## src/rtl/score_display_driver_pkg.sv

```systemverilog
// Shared constants, state encoding and helpers for the score display path.
// Seven-segment patterns are active-low, bit order {g,f,e,d,c,b,a}.
package score_display_driver_pkg;

  localparam int MAX_DISPLAY = 9999;
  localparam int NUM_DIGITS  = 4;
  localparam int BIN_W       = 14;
  localparam int BCD_W       = 16;
  localparam int SR_W        = BCD_W + BIN_W;
  localparam int ITER_LAST   = BIN_W - 1;

  localparam logic [6:0] SEG_0     = 7'h40;
  localparam logic [6:0] SEG_1     = 7'h79;
  localparam logic [6:0] SEG_2     = 7'h24;
  localparam logic [6:0] SEG_3     = 7'h30;
  localparam logic [6:0] SEG_4     = 7'h19;
  localparam logic [6:0] SEG_5     = 7'h12;
  localparam logic [6:0] SEG_6     = 7'h02;
  localparam logic [6:0] SEG_7     = 7'h78;
  localparam logic [6:0] SEG_8     = 7'h00;
  localparam logic [6:0] SEG_9     = 7'h10;
  localparam logic [6:0] SEG_BLANK = 7'h7F;

  typedef enum logic [1:0] {
    ST_IDLE,
    ST_CONVERT,
    ST_COMMIT
  } conv_state_e;

  function automatic logic [6:0] seg_encode(input logic [3:0] digit);
    logic [6:0] pattern;
    case (digit)
      4'd0:    pattern = SEG_0;
      4'd1:    pattern = SEG_1;
      4'd2:    pattern = SEG_2;
      4'd3:    pattern = SEG_3;
      4'd4:    pattern = SEG_4;
      4'd5:    pattern = SEG_5;
      4'd6:    pattern = SEG_6;
      4'd7:    pattern = SEG_7;
      4'd8:    pattern = SEG_8;
      4'd9:    pattern = SEG_9;
      default: pattern = SEG_BLANK;
    endcase
    return pattern;
  endfunction

  function automatic logic [BIN_W-1:0] saturate(input logic [31:0] value);
    if (value > 32'(MAX_DISPLAY)) return BIN_W'(MAX_DISPLAY);
    return value[BIN_W-1:0];
  endfunction

  // One double-dabble step: correct every BCD nibble that would overflow, then shift.
  function automatic logic [SR_W-1:0] dabble_step(input logic [SR_W-1:0] sr);
    logic [SR_W-1:0] tmp;
    tmp = sr;
    for (int i = 0; i < NUM_DIGITS; i++) begin
      if (tmp[BIN_W + 4*i +: 4] >= 4'd5) begin
        tmp[BIN_W + 4*i +: 4] = tmp[BIN_W + 4*i +: 4] + 4'd3;
      end
    end
    return {tmp[SR_W-2:0], 1'b0};
  endfunction

endpackage

```

## src/rtl/score_display_driver_bin2bcd_seq.sv

```systemverilog
// Sequential binary-to-BCD converter: watches the input value, saturates it and
// runs double-dabble, then raises a one-cycle commit strobe with the result.
module bin2bcd_seq
  import score_display_driver_pkg::*;
(
  input  logic              clk_i,
  input  logic              rst_ni,
  input  logic [31:0]       val_i,
  output logic [BCD_W-1:0]  bcd_o,
  output logic              commit_o,
  output logic              busy_o
);

  conv_state_e       state_q, state_d;
  logic [31:0]       last_val_q, last_val_d;
  logic [31:0]       cap_q, cap_d;
  logic [SR_W-1:0]   sr_q, sr_d;
  logic [3:0]        iter_q, iter_d;

  always_ff @(posedge clk_i or negedge rst_ni) begin
    if (!rst_ni) begin
      state_q    <= ST_IDLE;
      last_val_q <= '0;
      cap_q      <= '0;
      sr_q       <= '0;
      iter_q     <= '0;
    end else begin
      state_q    <= state_d;
      last_val_q <= last_val_d;
      cap_q      <= cap_d;
      sr_q       <= sr_d;
      iter_q     <= iter_d;
    end
  end

  // last_val only moves at commit, so a value that changed mid-conversion is
  // picked up by the IDLE compare that follows.
  always_comb begin
    state_d    = state_q;
    last_val_d = last_val_q;
    cap_d      = cap_q;
    sr_d       = sr_q;
    iter_d     = iter_q;
    case (state_q)
      ST_IDLE: begin
        if (val_i != last_val_q) begin
          cap_d   = val_i;
          sr_d    = {{BCD_W{1'b0}}, saturate(val_i)};
          iter_d  = '0;
          state_d = ST_CONVERT;
        end
      end
      ST_CONVERT: begin
        sr_d   = dabble_step(sr_q);
        iter_d = iter_q + 4'd1;
        if (iter_q == 4'(ITER_LAST)) begin
          state_d = ST_COMMIT;
        end
      end
      ST_COMMIT: begin
        last_val_d = cap_q;
        state_d    = ST_IDLE;
      end
      default: begin
        state_d = ST_IDLE;
      end
    endcase
  end

  assign bcd_o    = sr_q[SR_W-1:BIN_W];
  assign commit_o = (state_q == ST_COMMIT);
  assign busy_o   = (state_q != ST_IDLE);

endmodule

```

## src/rtl/score_display_driver.sv

```systemverilog
// Score display driver: converts the selected value to BCD and scans it onto a
// common-anode 4-digit seven-segment display with leading-zero blanking.
module score_display_driver
  import score_display_driver_pkg::*;
#(
  parameter int REFRESH_DIV = 100000
) (
  input  logic        clk,
  input  logic        rst_n,
  input  logic [31:0] val,
  output logic [6:0]  seg,
  output logic [3:0]  an,
  output logic        dp,
  output logic        busy
);

  localparam int CNT_W = $clog2(REFRESH_DIV);

  logic [BCD_W-1:0] bcd;
  logic             commit;

  logic [BCD_W-1:0] digits_q, digits_d;
  logic [CNT_W-1:0] cnt_q, cnt_d;
  logic [1:0]       idx_q, idx_d;
  logic [3:0]       an_q, an_d;
  logic [6:0]       seg_q, seg_d;
  logic [3:0]       blank;
  logic [3:0]       cur_digit;

  bin2bcd_seq u_bin2bcd (
    .clk_i    (clk),
    .rst_ni   (rst_n),
    .val_i    (val),
    .bcd_o    (bcd),
    .commit_o (commit),
    .busy_o   (busy)
  );

  always_ff @(posedge clk or negedge rst_n) begin
    if (!rst_n) begin
      digits_q <= '0;
      cnt_q    <= '0;
      idx_q    <= '0;
      an_q     <= 4'b1110;
      seg_q    <= SEG_0;
    end else begin
      digits_q <= digits_d;
      cnt_q    <= cnt_d;
      idx_q    <= idx_d;
      an_q     <= an_d;
      seg_q    <= seg_d;
    end
  end

  // A digit is blank only if it and every more significant digit are zero.
  always_comb begin
    blank    = 4'b0000;
    blank[3] = (digits_q[15:12] == 4'd0);
    blank[2] = blank[3] && (digits_q[11:8] == 4'd0);
    blank[1] = blank[2] && (digits_q[7:4] == 4'd0);
  end

  always_comb begin
    digits_d  = commit ? bcd : digits_q;
    cnt_d     = cnt_q + 1'b1;
    idx_d     = idx_q;
    if (cnt_q == CNT_W'(REFRESH_DIV - 1)) begin
      cnt_d = '0;
      idx_d = idx_q + 2'd1;
    end
    cur_digit = digits_q[{idx_q, 2'b00} +: 4];
    an_d      = ~(4'b0001 << idx_q);
    seg_d     = blank[idx_q] ? SEG_BLANK : seg_encode(cur_digit);
  end

  assign an  = an_q;
  assign seg = seg_q;
  assign dp  = 1'b1;

endmodule

```

## config.mk

```make
export PLATFORM = sky130hd
export DESIGN_NAME = score_display_driver
export DESIGN_NICKNAME = d
export VERILOG_FILES = /design/src/rtl/score_display_driver_pkg.sv /design/src/rtl/score_display_driver_bin2bcd_seq.sv /design/src/rtl/score_display_driver.sv
export SDC_FILE = /design/constraint.sdc
export NUM_CORES = 1
export LEC_CHECK = 0
export ABC_AREA = 1
export BUFFER_PORTS_ARGS = -buffer_cell sky130_fd_sc_hd__buf_2
export CAP_MARGIN = 15
export CORE_MARGIN = 1
export CORE_UTILIZATION = 30
export DETAILED_ROUTE_END_ITERATION = 10
export HOLD_SLACK_MARGIN = 0.1
export PLACE_DENSITY = 0.57
export RECOVER_POWER = 50
export SLEW_MARGIN = 20
export SYNTH_ARGS = -nofsm -noshare
export SYNTH_HDL_FRONTEND = slang
export SYNTH_SLANG_ARGS = --single-unit
```

## constraint.sdc

```tcl
create_clock -name clk -period 2.1 [get_ports clk]
set_input_delay 0.21 -clock clk [delete_from_list [all_inputs] [get_ports clk]]
set_output_delay 0.21 -clock clk [all_outputs]
set_load 0.01 [all_outputs]
```

==> flow_metrics.env <==
export IMPL_gp_congestion=0.808
export IMPL_worst_clock_skew_ns=0.00889
export IMPL_pre_cts_ws_ns=0.214
export IMPL_dp_hpwl_mm=9.85
export IMPL_vias=5457
export IMPL_grt_pass1_vias=5276
export IMPL_critPathKind="in -> reg"
export IMPL_yosys_warnings=0
export IMPL_drive_above_1_share_pct=14.4
export IMPL_grt_antenna_before_repair=0
export IMPL_drtIter0Drc=383
export IMPL_clock_latency_ns=0.42
export IMPL_wl_per_cell_microns=11.7
export IMPL_yosysSeqAreaShare_pct=50.8
export IMPL_hold_path_depth=3
export IMPL_drc_errors=0
export IMPL_grt_max_degree=68
export IMPL_setup_ws_ns=0.155
export IMPL_track_usage_pct=13.0
export IMPL_initial_core_util_pct=30.6
export IMPL_max_freq_ghz=0.514
export IMPL_critPathMaxFanout=27
export IMPL_core_area_sq_mm=0.0235
export IMPL_synth_area_sq_mm=0.00721
export IMPL_globalRouteOverflowTotal=0
export IMPL_worstSetupStartpointType="input port"
export IMPL_drt_total_wl_mm=14.7
export IMPL_fin_crit_sh_pct=92.6
export IMPL_setup_violations_final=0
export IMPL_async_flop_share_pct=100
export IMPL_setup_tns_final_ns=0
export IMPL_p_leak_uw=0.00417
export IMPL_synth_edff_count=0
export IMPL_hold_viol=0
export IMPL_rsz0062_at_grt="no"
export IMPL_ff2ff_setup_slack_ns=0.22
export IMPL_die_area_sq_mm=0.0246
export IMPL_worstMarginPinSlew_ns=1.18
export IMPL_synthFlopType="dfrtp_1"
export IMPL_area_growth_pct=19.6
export IMPL_rr_worst_depth=9
export IMPL_ant_nets=0
export IMPL_vias_per_cell=4.36
export IMPL_postCtsSetupBuffers=0
export IMPL_max_cap_violations=0
export IMPL_r2r_start="idx_q[0]"
export IMPL_cts_sinks=146
export IMPL_worstPathArrival_ns=2.23
export IMPL_detailedRoute_firstPassIterationCount=4
export IMPL_synthCells=847
export IMPL_hold_class="in -> reg"
export IMPL_tritoncts="done"
export IMPL_critPathRequiredTime_ns=2.38
export IMPL_slew_headroom_pct=21.3
export IMPL_numPortBuffers=45
export IMPL_rows=56
export IMPL_fin_hold_ws_ns=0.124
export IMPL_maxSlewViolCount=0
export IMPL_io_pins=47
export IMPL_synth_fp_nets=901
export IMPL_ys_ff_latch=146
export IMPL_clk_pin_slew_ns=0.06
export IMPL_fin_nets=975
export IMPL_numCtsBuffers=17
export IMPL_die_x_microns=157
export IMPL_status="complete, no violations"
export IMPL_crit_start="val[3]"
export IMPL_rr_endpoint="seg[5]"
export IMPL_grt_pass1_wl_mm=25.4
export IMPL_endpoint_kind="register"
export IMPL_p_per_area_mw_per_mm2=817
export IMPL_whs_endpoint="u_bin2bcd.cap_q[11]"
export IMPL_h_tree_depth=4
export IMPL_synth_avg_cell_area_sq_um=8.51
export IMPL_synth_cell_type_count=34
export IMPL_antenna_cells=0
export IMPL_post_route_min_period_ns=1.94
export IMPL_cts_root_buffer="clkbuf_16"
export IMPL_die_h_microns=157
export IMPL_clk_path_buf_depth=2
export IMPL_irDropWorstVdd_mv=0.475
export IMPL_min_from="val[11]"
-- metal layers --
layer / wire (microns) / global-route usage, %
met1: 7650 / 17.8
met2: 6430 / 20.4
met3: 426 / 3.14
met4: 151 / 4.01
met5: 0 / 0
-- cells in the final DEF, fill, tap and decap left out, drive strengths merged --
master,count
nand2,231
dfrtp,142
inv,95
o21ai,75
nor2,75
nand3,64
buf,50
a21oi,31
clkbuf,31
mux2,23
xnor2,23
dlygate4sd3,23
ha,20
xor2,9
nand4,8
nor3,5
clkinv,5
dfstp,4
o211ai,3
or2,3
bufinv,3
nor4,2
a31oi,2
a41oi,1
o41ai,1
o32ai,1
conb,1
clkinvlp,1
-- synth_stat cells, types with 3 or more instances --
cell type    n  share of area [%]
buf_6        4               0.63
a21oi_1     31                2.2
nor2_1      73                3.8
inv_1       85                4.4
dfrtp_1    142                 49
nand2_1    229                 12
or2_2        3               0.26
xnor2_1     23                2.8
inv_2        7               0.36
nand3_2     10                1.4
nor3_1       5               0.35
o21ai_0     75                5.2
mux2_2      23                3.6
nand4_1      8               0.69
dfstp_2      4                1.5
xor2_1       9                1.1
nand3_1     54                3.8
clkbuf_1    11               0.57
ha_1        20                3.5
buf_2       12               0.83
o211ai_1     3               0.31
-- final cells by class --
type	count	area (sq um)
clock buffers	19	443
fillers	2495	14900
well taps	319	399
clock inverters	11	155
flip-flops and latches	146	3660
multi-input cells	578	3030
repair buffers	85	586
inverters	93	349
-- state kept, by name (all words and copies together), names as in the netlist --
signal,flops
u_bin2bcd.cap_q,32
u_bin2bcd.last_val_q,32
u_bin2bcd.sr_q,30
cnt_q,17
digits_q,16
seg,7
an,4
u_bin2bcd.iter_q,4
idx_q,2
u_bin2bcd.state_q,2
-- critical path: stages --
cell,delay [ns]
dlygate4sd3_1,0.55
buf_2,0.15
xnor2_1,0.15
nand2_1,0.11
nor2_1,0.13
nand2_1,0.08
nor2_2,0.15
nand2_2,0.09
nand2_4,0.15
buf_4,0.32
o21ai_0,0.14
-- logic make-up (layout without fill, tap and decap cells) --
family	after synthesis	in the layout	synth area share, %
AND/OR/NAND/NOR	388	388	22.8
flip-flops	146	146	50.8
buffers and inverters	123	208	7.24
AO/OA/AOI/OAI	114	114	8.21
XOR/XNOR	32	32	3.89
multiplexers	23	23	3.59
adder cells (fa/ha/maj)	20	20	3.47
other	1	1	0.0520
-- metrics by stage --
| step | instance area, sq um | std cells | power [uW] | utilization, % |
|---|---|---|---|---|
| 2_1_floorplan | 7210 | 847 | 3720 | - |
| 3_3_place_gp | 7830 | 1198 | 3990 | 33.3 |
| 3_5_place_dp | 7830 | 1198 | 4000 | 33.3 |
| 4_1_cts | 8660 | 1251 | 7160 | 36.8 |
| 5_1_grt | 8620 | 1251 | 7410 | 36.6 |
| 6_report | 8620 | 1251 | 7040 | 36.6 |
-- report_power, final --
group	switching, uW	leakage (uW)	total, uW	internal [uW]
sequential	138	0.00177	3190	3050
clock	1180	0.000290	3080	1900
combinational	451	0.00211	774	323
total	1770	0.00417	7040	5270
-- worst max path at each step --
stage                               end  cells past startpoint
floorplan                        seg[5]                     10
global route        u_bin2bcd.cap_q[24]                     11
finish              u_bin2bcd.cap_q[29]                     11
CTS                   u_bin2bcd.sr_q[3]                     12
global placement     u_bin2bcd.sr_q[13]                     10
detailed placement    u_bin2bcd.sr_q[3]                     12
-- what timing repair did --
action | in CTS | in global routing
hold endpoints to repair | 67 | 0
setup endpoints to repair | 0 | 9
gates resized for setup | 0 | 1
hold buffers | 23 | 0
Note: power is estimated with default switching activity, not from simulation.
